**src/rtl/pulse_stretch.sv**
```systemverilog
// Per-channel pulse-to-level stretcher: each din request holds dout active for
// HOLD_CYCLES cycles, optionally reloading on pulses that arrive during the hold.
module pulse_stretch #(
    parameter int unsigned DATA_WIDTH   = 1,
    parameter int unsigned HOLD_CYCLES  = 4,
    parameter bit          RETRIGGER    = 1'b1,
    parameter bit          OUT_POLARITY = 1'b1
) (
    input  logic                  clk,
    input  logic                  rst,
    input  logic [DATA_WIDTH-1:0] din,
    output logic [DATA_WIDTH-1:0] dout,
    output logic                  busy
);

    localparam int unsigned     CW       = $clog2(HOLD_CYCLES + 1);
    localparam logic [CW-1:0]   HOLD_VAL = CW'(HOLD_CYCLES);
    localparam logic [CW-1:0]   ONE      = CW'(1);
    localparam logic            ACT      = OUT_POLARITY;
    localparam logic            INACT    = ~OUT_POLARITY;

    typedef enum logic {
        IDLE,
        HOLD
    } state_t;

    state_t          state [DATA_WIDTH];
    logic [CW-1:0]   cnt   [DATA_WIDTH];

    // dout is registered alongside the state so it always equals the mapped state.
    always_ff @(posedge clk) begin
        for (int unsigned i = 0; i < DATA_WIDTH; i++) begin
            if (rst) begin
                state[i] <= IDLE;
                cnt[i]   <= '0;
                dout[i]  <= INACT;
            end else begin
                case (state[i])
                    IDLE: begin
                        if (din[i]) begin
                            state[i] <= HOLD;
                            cnt[i]   <= HOLD_VAL;
                            dout[i]  <= ACT;
                        end
                    end
                    HOLD: begin
                        if (RETRIGGER && din[i]) begin
                            cnt[i] <= HOLD_VAL;
                        end else if (cnt[i] == ONE) begin
                            state[i] <= IDLE;
                            cnt[i]   <= '0;
                            dout[i]  <= INACT;
                        end else begin
                            cnt[i] <= cnt[i] - ONE;
                        end
                    end
                    default: begin
                        state[i] <= IDLE;
                        cnt[i]   <= '0;
                        dout[i]  <= INACT;
                    end
                endcase
            end
        end
    end

    always_comb begin
        busy = 1'b0;
        for (int unsigned i = 0; i < DATA_WIDTH; i++) begin
            busy = busy | (state[i] == HOLD);
        end
    end

endmodule

```
**config.mk**
```make
export PLATFORM = sky130hd
export DESIGN_NAME = pulse_stretch
export DESIGN_NICKNAME = d
export VERILOG_FILES = /design/src/rtl/pulse_stretch.sv
export SDC_FILE = /design/constraint.sdc
export NUM_CORES = 1
export LEC_CHECK = 0
export CAP_MARGIN = 20
export CORE_AREA = 2 2 39 41
export DETAILED_ROUTE_END_ITERATION = 10
export DIE_AREA = 0 0 41 43
export GPL_TIMING_DRIVEN = 1
export HOLD_SLACK_MARGIN = 0.08
export PLACE_DENSITY = 0.45
export SKIP_LAST_GASP = 1
export SYNTH_ARGS = -nofsm -noshare
export SYNTH_HDL_FRONTEND = slang
export SYNTH_SLANG_ARGS = --single-unit
```
**constraint.sdc**
```tcl
create_clock -name clk -period 2.6 [get_ports clk]
set_input_delay 0.65 -clock clk [delete_from_list [all_inputs] [get_ports clk]]
set_output_delay 0.65 -clock clk [all_outputs]
set_load 0.02 [all_outputs]
```
== After elaboration in Yosys (flattened, before gate mapping) ==
Memory sizes are Yosys's and may differ from the RTL's.
Cells that the tools add are included.
W data, S select, Z words.
Operators by class
  add/subtract/negate cells: 1
  multiply operators: 0
  divide/modulo/power cells: 0
  $lt $le $gt $ge: 0
  equal/unequal tests: 4
  shifts and indexed selects: 0
  multiplexer cells: 35
  bitwise operators: 1
  reductions and logical operators: 7
Operator list (number)
  $mux W1: 30
  $mux W3: 4
  $reduce_or A3 Y1: 4
  $ne A2 B2 Y1 const B: 2
  $eq A3 B1 Y1 const B: 1
  $reduce_and A3 Y1: 1
  $sub A3 B1 Y3 const B: 1
  $ne A2 B1 Y1 const B: 1
  $pmux W1 S2: 1
  $reduce_or A1 Y1: 2
  $not A1 Y1: 1
Word-level totals
  bits in registers: 1
  bits in latches: 0
  memory bits (writable): 4
  bits in read-only memories: 0
  bits of input ports: 3
  output and inout bits: 2
  logic and storage cells: 51
  memories: 2
Memory list
  cnt: words 1, bits a word 3, read ports 1, clocked after Yosys merged registers in 0, write ports 1, line 28  | logic [CW-1:0] cnt [DATA_WIDTH];
  state: words 1, bits a word 1, read ports 1, clocked after Yosys merged registers in 0, write ports 1, line 27  | state_t state [DATA_WIDTH];

== Longest topological paths before layout ==
Gate-level depths: netlist (run 1).
  depth after elaboration: 9
  mapped depth: 4
  depth with buffers taken out: 4

== Least setup slack after synthesis (run 1) ==
OpenSTA, ideal clock, no wires.
  kind: input to register
  start: input port rst
  end: memory cnt[0][0] in the netlist's numbering (enable)
  library setup time: 267 ps
  arrival: 1031 ps
  data required time: 2333 ps
  slack: 1301 ps
  cell stages on the path: 1
  path through: or3_1
On the way
  word-level cells in the longest chain between the ends: 7
Ends and longest elaborated chain
  start: declaration: line 10  | input logic rst,
  $mux W1: line 33  | if (rst) begin
  $mux W1 (not written as such): line 42  | cnt[i] <= HOLD_VAL;
  $reduce_or A3 Y1 (no line)
  $mux W1 (no line) (3 in series)
  $mux W1 (no line) (*)
  end: declaration: line 28
Mark *: on every way between the ends. The rest lies on a longest branch, timed or not.

== Final worst setup path (run 1) ==
  start: memory state[0] in the netlist's numbering
  end: output port busy
On the way
  word-level cells in the longest chain between the ends: 1
Ends and longest elaborated chain
  start: declaration: line 27
  $mem_v2 Z1 W1
  end: declaration: line 13  | output logic busy
No other way between the ends.

==> impl_metrics.tcl, run 1 <==
set metrics [dict create \
    crit_family "buffers and inverters" \
    routed_wl_um 522 \
    status "complete, no violations" \
    initial_core_util_pct 21.8 \
    synth_edf_count 4 \
    synthToLayoutAreaGrowth_pct 28.6 \
    io_buffers 4 \
    path_max_fanout 8 \
    grt.total_usage_pct 8.90 \
    slowest_delay_ps 650 \
    min_period_ps 2000 \
    maxCapViolations 0 \
    grt_pass1_vias 235 \
    num_rows 14 \
    cts_hold_buf 0 \
    tritoncts "done" \
    rr_worst_depth 4 \
    clkLatencyLatePin_ps 240 \
    grt_max_degree 9 \
    path_class "reg -> out" \
    rsz0062_at_grt "false" \
    cp-end-kind "primary output" \
    start_kind "register" \
    core-area_sq_um 1380 \
    wl_per_cell_um 10.7 \
    post_cts_resized 0 \
    required_ps 1950 \
    worstPathBufferInverterCount 1 \
    synth.largest_area_cell "edfxtp_1" \
    antenna_found_initial 0 \
    drive_gt1_share_pct 21.2 \
    cts_setup_buffers 0 \
    tightest_slew_ps 240 \
    n_antenna_cell 0 \
    min_path_type "reg -> reg" \
    cellLeakagePower_nw 0.154 \
    via_per_inst 4.63 \
    power_density_nw_per_um2 594 \
    seq_area_frac_synth_pct 46.5 \
    yosys.cell_types.count 16 \
    slew_headroom_pct 84.0 \
    cp-endpoint "busy" \
    ff2ff_setup_slack_ps 1230 \
    grt-ovfl-total 0 \
    post_synth.cell_area_avg_sq_um 12.1 \
    crit_arrival_ps 1350 \
    path_depth 1 \
    dieArea_sq_um 1760 \
    report.final.setup_viol 0 \
    cts_max_level 1 \
    synth_top_area_share_pct 39.8 \
    clock_skew_ps 3.49 \
    nFillCells 150 \
    synthTopCellsByArea "edfxtp_1 (40%), nor4b_2 (10%), ha_1 (8.3%)" \
    fp.dieW_um 41 \
    fmax_ghz 0.500 \
    grt_pass1_wl_um 952 \
    finalCritPeriodShare_pct 76.9 \
    critPathSlowestCell "clkdlybuf4s50_1" \
    hold_violations 0 \
    netlist_area_sq_um 302 \
    synth_nets 30 \
    setup_tns_ps 0 \
    root_buffer "clkbuf_4" \
    numClockSinks 5 \
    final_area_sq_um 388 \
    die_h_um 43 \
    ys.flop_type "edfxtp_1" \
    ir_drop_mv 0.220 \
    layout_common_cells "edfxtp_1 (4), clkdlybuf4s50_1 (4), inv_1 (3), nor2b_1 (3), clkbuf_4 (3)" \
    drc 0 \
    path_cells "clkdlybuf4s50_1" \
    numCtsBuffers 3 \
    postRouteAntennaNets 0 \
    r2r-start "cnt[0][0]" \
    crit_path_start "state[0]" \
    dr_total_vias 227 \
    routabilityCongestion 0.644 \
    first_pass_iters 1 \
    synth-seq-cells 5 \
    placed_area_sq_um 362 \
    clk_pin_slew_ps 40 \
    ios 5 \
    drtIter0Drc 0 \
    finalMaxSlewViolations 0 \
    clockBufferDepth 2 \
    fin_nets 39 \
    post_synth_inst_count 25 \
    yosysWarnings 0 \
    rr_endpoint "cnt[0][2]" \
    async_reset_ff_share_pct 0 \
    total_power_mw 0.230 \
]
[power by group]
| part | internal, mW | total (mW) | leakage, nW | switching (mW) |
|---|---|---|---|---|
| Sequential | 0.0956 | 0.102 | 0.0529 | 0.00680 |
| Combinational | 0.0221 | 0.0406 | 0.0861 | 0.0185 |
| Clock | 0.0579 | 0.0874 | 0.0150 | 0.0295 |
[cell type report]
class / count / area, sq um / share of cell area (%)
multi-input combinational: 17 / 150 / 38.7
sequential: 5 / 140 / 36.1
timing repair buffer: 4 / 40.0 / 10.3
clock buffer: 4 / 26.3 / 6.77
tap: 16 / 20.0 / 5.16
inverter: 3 / 11.3 / 2.90
[worst min-delay path by stage]
stage              start        end  slack [ps]  depth (start not counted)
2_1_floorplan  cnt[0][0]  cnt[0][0]         580                          1
3_3_place_gp        dout       dout         480                          1
3_5_place_dp        dout       dout         500                          1
4_1_cts             dout       dout         510                          1
5_1_grt             dout       dout         550                          1
6_report            dout       dout         510                          1
[flip-flops by register name, summed over array words and instances, names as in the netlist]
name,flops
cnt,3
dout,1
state,1
[cells in the mapped netlist (2+ instances only)]
master,instances
edfxtp_1,4
inv_1,3
nor2b_1,3
ha_1,2
nor4b_2,2
[per-layer routing]
layer / share of wire [%] / GRT usage (%)
met2: 54 / 12.5
met1: 40 / 8.88
met3: 3.1 / 3.14
met5: 0 / 0
met4: 1.9 / 10.0
[cells by family (layout without fill, tap and decap cells)]
family,count (synthesis),after routing,share of synthesized area (%)
fa+ha+maj,2,2,8.30
simple gates,13,13,34.9
buf+inv,3,11,3.73
flops,5,5,46.5
compound gates,2,2,6.64
[worst reg2reg max path, cell delays in order (launching register included)]
cell and delay (ps):
edfxtp_1 390, inv_1 60, ha_1 200, nor3b_1 140, o311a_1 320
[per-stage QoR]
step	hold WS, ps	instances	utilization, %	setup slack [ps]
final	506	49	28.0	599
after detailed placement	500	45	26.1	724
after global routing	554	49	28.0	522
after floorplan	582	25	-	1300
after global placement	482	45	26.1	752
after CTS	514	49	28.0	590
No activity file was read; power rests on OpenSTA's default activity.
==> run 2, diff against run 1 <==
clock period = 1.85 ns   (was 2.6 ns; I/O delays follow)
==> run 2 against run 1 <==
Critical path depth unchanged. Worst hold slack got worse by 2.7 ps. Routed wire length increased by 8.2%. Non-clock buffer count increased by 1. Highest routed layer unchanged. Register-to-register slack got worse by 770 ps. Final cell count increased by 2.0%. Combinational power increased by 55%. Via count increased by 2.2%. Worst setup slack got worse by 430 ps. Count of clock-buffer cells in the layout unchanged.
==> impl_metrics.tcl, run 2 (same netlist as run 1, synthesis figures left out) <==
set metrics [dict create \
    status "complete, no violations" \
    slowest_delay_ps 620 \
    maxCapViolations 0 \
    numClockSinks 5 \
    layout_common_cells "edfxtp_1 (4), clkdlybuf4s50_1 (4), inv_1 (3), nor2b_1 (3), clkbuf_4 (3)" \
    instances_no_fill 50 \
    io_buffers 4 \
    grt.total_usage_pct 9.19 \
    nFillCells 144 \
    die_h_um 43 \
    critPathSlowestCell "clkdlybuf4s50_1" \
    antenna_found_initial 0 \
    dieArea_sq_um 1760 \
    grt_pass1_wl_um 979 \
    worstPathBufferInverterCount 1 \
    cellLeakagePower_nw 0.159 \
    grt_max_degree 8 \
    tritoncts "done" \
    routabilityCongestion 0.630 \
    crit_arrival_ps 1220 \
    report.final.setup_viol 0 \
    cts_setup_buffers 0 \
    numCtsBuffers 3 \
    required_ps 1390 \
    path_cells "clkdlybuf4s50_1" \
    hold_ws_ps 503 \
    ios 5 \
    num_rows 14 \
    postRouteAntennaNets 0 \
    dr_total_vias 232 \
    placed_area_sq_um 369 \
    area.sequential_sq_um 140 \
    core-area_sq_um 1380 \
    setup_tns_ps 0 \
    power_density_nw_per_um2 840 \
    cts_hold_buf 0 \
    grt_pass1_vias 243 \
    hold_violations 0 \
    initial_core_util_pct 21.8 \
    min_period_ps 1680 \
    first_pass_iters 4 \
    multi_input_comb_area_sq_um 150 \
    min_path_type "reg -> reg" \
    crit_family "buffers and inverters" \
    path_class "reg -> out" \
    drtIter0Drc 1 \
    wl_per_cell_um 11.3 \
    grt-ovfl-total 0 \
    tightest_slew_ps 224 \
    final_area_sq_um 395 \
    via_per_inst 4.64 \
    clockBufferDepth 2 \
    slew_headroom_pct 85.0 \
    top_regs "cnt x3, dout x1, state x1" \
    synthToLayoutAreaGrowth_pct 31.1 \
    routed_wl_um 565 \
    detailed_place_hpwl_um 461 \
    fp.dieW_um 41 \
    finalMaxSlewViolations 0 \
    start_kind "register" \
    drive_gt1_share_pct 23.5 \
    fin_nets 40 \
    place_inst 46 \
    largest_reg_flops 3 \
    post_cts_resized 0 \
    total_power_mw 0.332 \
    cp-end-kind "primary output" \
    root_buffer "clkbuf_4" \
    ir_drop_mv 0.309 \
    finalCritPeriodShare_pct 90.7 \
    n_antenna_cell 0 \
    clk_pin_slew_ps 50 \
    drc 0 \
    fmax_ghz 0.596 \
    path_max_fanout 2 \
    clkLatencyLatePin_ps 250 \
    top_register "cnt" \
    rsz0062_at_grt "false" \
    cts_max_level 1 \
    clock_skew_ps 7.48 \
]
[run 2: changes by cell type in the layout (fill, tap and decap cells not counted)]
cell | previous run | this run
buf_4 | 0 | 1
[run 2: worst paths after layout]
kind                            startpoint         to  slack, ps  depth (start not counted)
worst max-delay path              state[0]       busy        170                          1
worst min-delay path                  dout       dout        500                          1
worst max register to register   cnt[0][0]  cnt[0][2]        460                          4
worst min register to register        dout       dout        500                          1
[run 2: layer usage]
metal	vias to the layer above	global-route usage (%)	share of wire, %
li1	111	-	-
met1	105	8.52	38
met2	12	13.8	54
met3	4	3.14	5.5
met4	0	10.0	3.2
met5	-	0	0
[run 2: cell type report]
cell class	count	area share, %
multi-input combinational	17	38.0
sequential	5	35.4
tap	16	5.06
timing repair buffer	5	12.0
inverter	3	2.85
clock buffer	4	6.65
[run 2: per-stage QoR]
step | utilization [%] | setup WS [ps]
CTS | 28.6 | 143
global route | 28.6 | 104
floorplan | - | 557
global placement | 26.7 | 214
detailed placement | 26.7 | 193
finish | 28.6 | 172
[run 2: where the power goes]
group	internal, mW	leakage, nW	switching, mW
logic	0.0336	0.0911	0.0295
clock network	0.0816	0.0150	0.0461
registers	0.134	0.0529	0.00712
total	0.249	0.159	0.0827
